### src/rtl/sigma_delta_modulator_if.sv
// sigma_delta_modulator_if: bundles the PCM-side and bitstream-side signals of the modulator.
// Ports: osr_i (ratio select), sample_i (signed PCM), sample_rd_o (read strobe), ds_o (bitstream).
// master = sample source / output driver side, slave = modulator side.
interface sigma_delta_modulator_if;
  logic [1:0]         osr_i;
  logic signed [15:0] sample_i;
  logic               sample_rd_o;
  logic               ds_o;

  modport master (
    output osr_i,
    output sample_i,
    input  sample_rd_o,
    input  ds_o
  );

  modport slave (
    input  osr_i,
    input  sample_i,
    output sample_rd_o,
    output ds_o
  );
endinterface

### src/rtl/sigma_delta_modulator.sv
// sigma_delta_modulator: second-order 1-bit sigma-delta modulator, one PCM sample pulled per OSR frame.
// Latency: a sample captured on strobe edge E reaches i1 and ds_o at edge E+1; ds_o is a flop output.
// Backpressure: none; the source must hold sample_i during the sample_rd_o cycle.
// Ports: clk_i, rst_n_i (synchronous, active-low), sdm (slave modport: osr_i, sample_i in;
//        sample_rd_o, ds_o out). Optional macro SDM_DITHER_EN adds +/-1 LFSR dither to integrator 2.
module sigma_delta_modulator #(
  parameter int ACC_W = 20
) (
  input  logic                   clk_i,
  input  logic                   rst_n_i,
  sigma_delta_modulator_if.slave sdm
);

  // Sums carry two guard bits so they can be clamped instead of wrapping.
  localparam int SW = ACC_W + 2;
  localparam logic signed [SW-1:0] SAT_MAX = {3'b000, {(ACC_W-1){1'b1}}};
  localparam logic signed [SW-1:0] SAT_MIN = -SAT_MAX;
  localparam logic signed [SW-1:0] FB_MAG  = {{(SW-16){1'b0}}, 1'b1, 15'd0};

  logic [7:0]                cnt;
  logic [1:0]                osr_q;
  logic [7:0]                last;
  logic                      wrap;
  logic signed [15:0]        hold;
  logic signed [ACC_W-1:0]   i1;
  logic signed [ACC_W-1:0]   i2;
  logic                      ds_q;
  logic                      rd_q;

  logic signed [SW-1:0]      x_ext;
  logic signed [SW-1:0]      fb;
  logic signed [SW-1:0]      dith;
  logic signed [SW-1:0]      i1_sum;
  logic signed [SW-1:0]      i2_sum;
  logic signed [ACC_W-1:0]   i1n;
  logic signed [ACC_W-1:0]   i2n;

  function automatic logic signed [ACC_W-1:0] sat(input logic signed [SW-1:0] v);
    if (v > SAT_MAX) begin
      sat = SAT_MAX[ACC_W-1:0];
    end else if (v < SAT_MIN) begin
      sat = SAT_MIN[ACC_W-1:0];
    end else begin
      sat = v[ACC_W-1:0];
    end
  endfunction

  // Last count of the frame for the latched ratio.
  always_comb begin
    case (osr_q)
      2'd0:    last = 8'd31;
      2'd1:    last = 8'd63;
      2'd2:    last = 8'd127;
      default: last = 8'd255;
    endcase
  end

  assign wrap = (cnt == last);

`ifdef SDM_DITHER_EN
  localparam logic signed [SW-1:0] ONE = {{(SW-1){1'b0}}, 1'b1};

  logic [15:0] lfsr;
  logic        lfsr_fb;

  // Right-shifting Fibonacci form of x^16 + x^14 + x^13 + x^11 + 1.
  assign lfsr_fb = lfsr[0] ^ lfsr[2] ^ lfsr[3] ^ lfsr[5];
  assign dith    = lfsr[0] ? ONE : -ONE;

  always_ff @(posedge clk_i) begin
    if (!rst_n_i) begin
      lfsr <= 16'hACE1;
    end else begin
      lfsr <= {lfsr_fb, lfsr[15:1]};
    end
  end
`else
  assign dith = '0;
`endif

  always_comb begin
    x_ext  = {{(SW-16){hold[15]}}, hold};
    fb     = ds_q ? FB_MAG : -FB_MAG;
    i1_sum = {{2{i1[ACC_W-1]}}, i1} + x_ext - fb;
    i1n    = sat(i1_sum);
    i2_sum = {{2{i2[ACC_W-1]}}, i2} + {{2{i1n[ACC_W-1]}}, i1n} - fb + dith;
    i2n    = sat(i2_sum);
  end

  always_ff @(posedge clk_i) begin
    if (!rst_n_i) begin
      cnt   <= '0;
      osr_q <= sdm.osr_i;
      hold  <= '0;
      i1    <= '0;
      i2    <= '0;
      ds_q  <= 1'b0;
      rd_q  <= 1'b0;
    end else begin
      if (wrap) begin
        cnt   <= '0;
        osr_q <= sdm.osr_i;
        hold  <= sdm.sample_i;
      end else begin
        cnt   <= cnt + 8'd1;
      end
      // Strobe flop tracks "next count is the last one"; after a wrap the
      // count is 0, which is never the last count of any ratio.
      rd_q <= !wrap && ((cnt + 8'd1) == last);
      i1   <= i1n;
      i2   <= i2n;
      ds_q <= ~i2n[ACC_W-1];
    end
  end

  assign sdm.sample_rd_o = rd_q;
  assign sdm.ds_o        = ds_q;

endmodule

### src/flat_wrapper.sv
// flat-port wrapper written by rule: the top's interface ports become plain ports
module sigma_delta_modulator_flat 
#(
  parameter int ACC_W = 20
)
  (clk_i, rst_n_i, sdm_osr_i, sdm_sample_i, sdm_sample_rd_o, sdm_ds_o);
  sigma_delta_modulator_if sdm_i ();
  input  logic clk_i;
  input  logic rst_n_i;
  input wire logic [$bits(sdm_i.osr_i)-1:0] sdm_osr_i;
  input wire logic [$bits(sdm_i.sample_i)-1:0] sdm_sample_i;
  output wire logic [$bits(sdm_i.sample_rd_o)-1:0] sdm_sample_rd_o;
  output wire logic [$bits(sdm_i.ds_o)-1:0] sdm_ds_o;
  assign sdm_i.osr_i = sdm_osr_i;
  assign sdm_i.sample_i = sdm_sample_i;
  assign sdm_sample_rd_o = sdm_i.sample_rd_o;
  assign sdm_ds_o = sdm_i.ds_o;
  sigma_delta_modulator #(.ACC_W(ACC_W)) u_core (.clk_i(clk_i), .rst_n_i(rst_n_i), .sdm(sdm_i));
endmodule
### config.mk
export PLATFORM = sky130hd
export DESIGN_NAME = sigma_delta_modulator_flat
export DESIGN_NICKNAME = d
export VERILOG_FILES = /design/src/rtl/sigma_delta_modulator_if.sv /design/src/rtl/sigma_delta_modulator.sv /design/src/flat_wrapper.sv
export SDC_FILE = /design/constraint.sdc
export NUM_CORES = 1
export LEC_CHECK = 0
export ABC_AREA = 1
export CORE_ASPECT_RATIO = 2
export CORE_UTILIZATION = 56
export DETAILED_ROUTE_END_ITERATION = 8
export GPL_TIMING_DRIVEN = 0
export PLACE_DENSITY = 0.78
export SLEW_MARGIN = 0
export SYNTH_ARGS = -nofsm -noshare
export SYNTH_HDL_FRONTEND = slang
export SYNTH_SLANG_ARGS = --single-unit
export TNS_END_PERCENT = 5
### constraint.sdc
create_clock -name clk_i -period 7.2 [get_ports clk_i]
set_input_delay 2.16 -clock clk_i [delete_from_list [all_inputs] [get_ports clk_i]]
set_output_delay 2.16 -clock clk_i [all_outputs]
set_load 0.005 [all_outputs]
Yosys cells after proc, flatten, opt, wreduce, memory -nomap -nowiden
Cells that the tools add are included.

Flip-flop bits (word level): 68.

Bitwise gates (word level): 2. Mux-type cells: 8. $lt $le $gt $ge: 4. Reduce and logical (&&, ||, !) cells: 4. Add/subtract/negate cells: 5. Eq/ne operators: 5.

Operators with widths (number): $mux 20 (4); $gt 22x20->1 const B (2); $lt 22x20->1 const B (2); $sub 22x22->22 (2); $pmux 8 s3 (1); $mux 22 (1); $add 20x16->21 (1); $add 20x20->21 (1); $eq 8x8->1 (2); $add 8x1->8 const B (1); $mux 2 (2); $eq 2x1->1 const B (1); $eq 2x2->1 const B (1); $logic_not 2->1 (1); $ne 2x1->1 const B (1); $not 1->1 (2); $reduce_or 2->1 (1); $logic_and 1x1->1 (1); $logic_not 1->1 (1).

Depth between registers and ports, before layout
Depth after elaboration: 11. Mapped depth: 56. Mapped depth without buffers: 54.

Least setup slack after synthesis
Ideal clock, no wire load.

Path kind: register to register. From: register u_core.hold[0]. To: register u_core.i2[17]. Slack: 465 ps. Data required time: 7084 ps. Clock period less this slack: 6735 ps. Cell stages (with the launch flop): 57. Arrival time: 6619 ps. Cells stage by stage: dfxtp_1 -> ha_1 -> inv_1 -> fa_1 -> inv_1 -> nand3_1 -> nand2_1 -> nand2_1 -> nand2_1 -> nand3_1 -> nand2_1 -> nand3_1 -> nand2_1 -> xor2_1 -> fa_1 -> nor3_1 -> nand2_1 -> nor2_1 -> (+21 left out) -> a31oi_1 -> xnor2_1 -> fa_1 -> nor2_1 -> nand2_1 -> nor3_1 -> nand2_1 -> nor2_1 -> nand3_1 -> nor2_1 -> nand3_1 -> nor2_1 -> nand2_1 -> nand2_1 -> nand2_2 -> buf_6 -> nand3_1 -> nand2_1.

Longest elaborated chain between the ends: 10. Elaborated cells on any way between the ends: 12. Classes of those cells: 4 x add/sub; 4 x order compare; 4 x mux.

RTL lines: start: declaration (RTL line sigma_delta_modulator.sv:24) `logic signed [15:0] hold;`; start signal: assignment (RTL line sigma_delta_modulator.sv:103) `hold <= sdm.sample_i;`; $add 20x16->21 * (RTL line sigma_delta_modulator.sv:84) `i1_sum = {{2{i1[ACC_W-1]}}, i1} + x_ext - fb;`; $sub 22x22->22 * (RTL line sigma_delta_modulator.sv:84); $lt 22x20->1 (RTL line sigma_delta_modulator.sv:41) `end else if (v < SAT_MIN) begin`; $mux 20 (RTL line sigma_delta_modulator.sv:41); $mux 20 * (RTL line sigma_delta_modulator.sv:39) `if (v > SAT_MAX) begin`; net u_core.i1n[0] (RTL line sigma_delta_modulator.sv:35) `logic signed [ACC_W-1:0] i1n;`; $add 20x20->21 * (RTL line sigma_delta_modulator.sv:86) `i2_sum = {{2{i2[ACC_W-1]}}, i2} + {{2{i1n[ACC_W-1]}}, i1n} - fb + dith;`; $sub 22x22->22 * (RTL line sigma_delta_modulator.sv:86); $lt 22x20->1 (RTL line sigma_delta_modulator.sv:41); $mux 20 (RTL line sigma_delta_modulator.sv:41); $mux 20 * (RTL line sigma_delta_modulator.sv:39); end signal: assignment (RTL line sigma_delta_modulator.sv:111) `i2 <= i2n;`; end: declaration (RTL line sigma_delta_modulator.sv:26) `logic signed [ACC_W-1:0] i2;`.

The timed path passes the listed nets; every way through them passes the cells marked *. A chain may end at the register's enable or synchronous reset.

Final worst setup path
From: register u_core.hold[0]. To: register u_core.i2[15].

The elaborated chain is that of the path after synthesis.

==> results.md <==
STA:
- In this run the tightest slew margin relative to its limit is 0.531.
- In the finished design, the share of the clock period the worst path needs comes to 1.06.
- The hold violation total from the final report was 0.
- Setup repair after global routing could not meet its margin everywhere.
- Setup violations remaining at the end of the flow were counted as 19.
- Across the routed clock network, the largest skew measured is between 0.01 and 0.015 ns.
- For the pin with the worst max-slew slack, the measured transition is approximately 0.70 ns.
- The number of pins exceeding their max-slew limit in the final report came to 0.
- Derived from the worst setup path, the maximum achievable clock frequency is 131 MHz.
- The minimum period implied by the final worst setup slack is 7.66 ns.
- After layout, the worst setup slack is -0.458 ns.

CTS:
- The CTS tree is yes.
- The H-tree generated during clock tree synthesis spans 3 levels.
- In this run, post-CTS hold repair placed 0 buffers.
- The clock edge transition at the registers on the reported setup and hold paths is around 0.06 ns.
- The worst-skew pair later-pin latency is 0.34 ns.
- Clock tree synthesis inserted a total of 9 buffers.
- Clock tree synthesis selected as its root buffer the cell clkbuf_16.
- The number of buffers on the longest clock path is 2.
- The clock net in this run drives a total of 68 sinks.

Worst setup path:
- The worst setup path is captured at a flip-flop.
- By startpoint and endpoint, the worst setup path is classified as flip-flop to flip-flop.
- The startpoint of the worst register-to-register path is u_core.hold[0]$_SDFFE_PN0N_.
- The largest single stage delay on the critical path is approximately 0.5 ns.
- The slowest stage of the critical path belongs to the cell fa_1.
- Among the stages of the critical path, the cell type that occurs most often is buf_4.
- The family with the most delay on the worst path is simple AND/OR/NAND/NOR gates.
- The startpoint of the most critical setup path is u_core.hold[0]$_SDFFE_PN0N_.
- Together, buffers and inverters on the worst path number 19.
- The critical-path maximum fanout is 10.
- The kind of launch point of the worst setup path is a flip-flop.
- STA puts the critical path data required time at roughly 7.4 ns.
- For the worst setup path, the data arrival time is a little under 8 ns.

Synthesis:
- Counting every instance in the synthesized netlist gives ~800.
- The most frequently used cell type in the post-synthesis netlist is nand2_1.
- By area, the combinational part of the netlist is dominated by simple AND/OR/NAND/NOR gates.
- After synthesis, the cell types taking the most area are dfxtp_1 25%, nand2_1 15%, ha_1 13%.
- Ranked by instance count, the synthesized netlist is headed by 216 x nand2_1, 105 x inv_1, 87 x nor2_1, 66 x dfxtp_1, 62 x nand3_1.
- The most frequently used flop master after synthesis is dfxtp_1.
- The area fraction in compound gates after synthesis was 0.121.
- The xor/xnor share of the synthesized area is 0.0389.
- Synthesis instantiated 41 different standard cells from the library.
- The mean post-synth cell area is about 6.7 um^2.
- The biggest area contributor in the post-synthesis netlist is dfxtp_1.
- The portion of netlist area occupied by mux cells is 0.
- The synthesized design contains 68 register bits.
- After synthesis, the share of flip-flops with an asynchronous set or reset is 0.
- The area share of and/or/nand/nor cells after synthesis is 0.350.
- Yosys printed 0 warnings.
- The share of synthesized cell area in full adder, half adder and majority cells is 0.141.
- The cell area that synthesis handed to floorplanning was about 5400 um^2.
- Counting flops with a built-in enable in the synthesized netlist gives 2.
- For this run, the register share of the synthesized area comes to 0.257.
- The post-synthesis net count is just under 900.
- The share of Yosys cell area claimed by the top area cell type is 0.246.

Routing:
- The via count of the routed design is about 5500.
- Using the TritonRoute via totals, the vias-per-cell ratio works out to 5.69.
- The wire length per cell is ~16 um.
- Before antenna repair, the detailed router went through 7 iterations.
- The routed wire length is roughly 16000 um.
- The number of DRC violations after detailed routing is 1.
- The number of design-rule violations left by the first detailed-router iteration is 280.
- The antenna violation net count after detailed routing is 0.

Flow run:
- Across the run, the number of max-cap violations was 0.

Run status:
- The flow ran to the end, but the final reports show violations.
- The checks that failed: DRC, setup timing.

Layout:
- For this run, the post-layout net count is between 900 and 1000.
- Relative to the synthesized area, the layout overhead comes to 21.8%.
- In the final layout, the share of cells above drive strength 1 is 0.184.
- The share of the core filled with cells in the final layout is 0.703.
- The filler cell count in the final layout is roughly 740.
- Leaving out filler cells and counting taps, the final layout contains 974.
- The repair_antennas step left the layout with diodes totalling 0.
- After routing the design area is roughly 6600 um^2.

Min path:
- The startpoint identified for the worst hold timing path is u_core.cnt[0]$_SDFF_PP0_.
- The worst min-delay path category is flip-flop to flip-flop.

Global route:
- In the global route stage, overall resource usage came out at 0.317.
- The first global-routing pass estimated approximately 25000 um of wire.
- Summed over all layers, the global routing overflow is 0.
- The number of antenna violations at the first check in global routing came to 0.
- The maximum number of pins on one net before global-route repair is 16.
- The via count of the first global-routing pass is around 5600.

Placed design:
- The placer's final routability congestion estimate is between 0.9 and 1.
- The count of buffers from port buffering is 20.
- Including well taps, the total number of placed cells is between 900 and 1000.
- The detailed-placement wirelength estimate is 11000 um.
- The placement-stage cell area is approximately 5700 um^2.

Die:
- The die outline area is between 10000 and 15000 um^2.
- The floorplan step set the die width to 71.3 um.
- The initialized floorplan defines 50 standard-cell rows.
- The standard cell core area is between 9000 and 10000 um^2.
- The initial core utilization is 0.577.
- The vertical die dimension is about 140 um.
- The I/O pin count is 22.
==> layer usage <==
layer | GRT usage | up-vias | share of wire | wire length, um
li1 | - | 2727 | - | -
met1 | 0.283 | 2547 | 0.34 | 5270
met2 | 0.605 | 177 | 0.54 | 8430
met3 | 0.0593 | 94 | 0.041 | 639
met4 | 0.232 | 0 | 0.079 | 1230
met5 | 0 | - | 0 | 0
==> area by class of cell <==
type                       count  area [um^2]  share of cell area
timing repair buffer          48          448              0.0684
sequential                    68         1390               0.211
multi-input combinational    617         3770               0.576
buffer                        15          106              0.0162
clock inverter                 6         71.3              0.0109
clock buffer                  10          239              0.0365
tap                          104          130              0.0199
inverter                     106          398              0.0607
==> path summary, 6_finish.rpt <==
check / depth (start not counted) / slack, ns / endpoint
max: 57 / -0.46 / u_core.i2[15]$_SDFF_PN0_
min: 1 / 0.48 / u_core.cnt[0]$_SDFF_PP0_
max reg2reg: 57 / -0.46 / u_core.i2[15]$_SDFF_PN0_
min reg2reg: 1 / 0.48 / u_core.cnt[0]$_SDFF_PP0_
==> metrics by stage <==
step | TNS [ns] | hold WS, ns | setup WS (ns)
after floorplan | 0 | 0.430 | 0.465
after global placement | -22.08 | 0.444 | -1.25
after detailed placement | -24.01 | 0.471 | -1.33
after CTS | -4.11 | 0.485 | -0.256
after global routing | -13.68 | 0.510 | -0.757
final | -7.86 | 0.475 | -0.458
==> kinds of logic (layout without fill, tap and decap cells) <==
group                      count (synthesis)  in the layout
and+or+nand+nor                          432            432
adders and majority gates                 58             58
xor gates and xnor gates                  23             23
buffers and inverters                    121            185
DFF                                       68             68
AOI/OAI and AO/OA                        104            104
==> state kept, by name, indices dropped and copies added, names as in the netlist <==
register and flops:
u_core.i1 20, u_core.i2 20, u_core.sdm.ds_o 1, u_core.cnt 8
u_core.sdm.sample_rd_o 1, u_core.osr_q 2, u_core.hold 16
==> layout by cell type (no fill, tap or decap), types with 11 or more instances in the layout <==
cell type	synthesis	layout
xor2_1	17	15
buf_4	1	28
inv_1	105	103
nand3_1	62	53
nand2_2	27	35
ha_1	54	48
nor3_1	13	11
nor2_1	87	80
o21ai_0	26	24
a21oi_1	40	37
nand4_1	11	11
clkdlybuf4s50_1	0	20
nand2_1	216	203
a21oi_2	21	24
dfxtp_1	66	65
==> what timing repair did <==
item,4_1_cts,5_1_grt
pin swaps,20,12
cloned,1,0
setup endpoints to repair,21,21
gates resized for setup,38,28
setup buffers,26,1
Power is left out: the tool's default activity adds up to more than one toggle a clock period on the data nets, which glitch-free logic cannot reach.
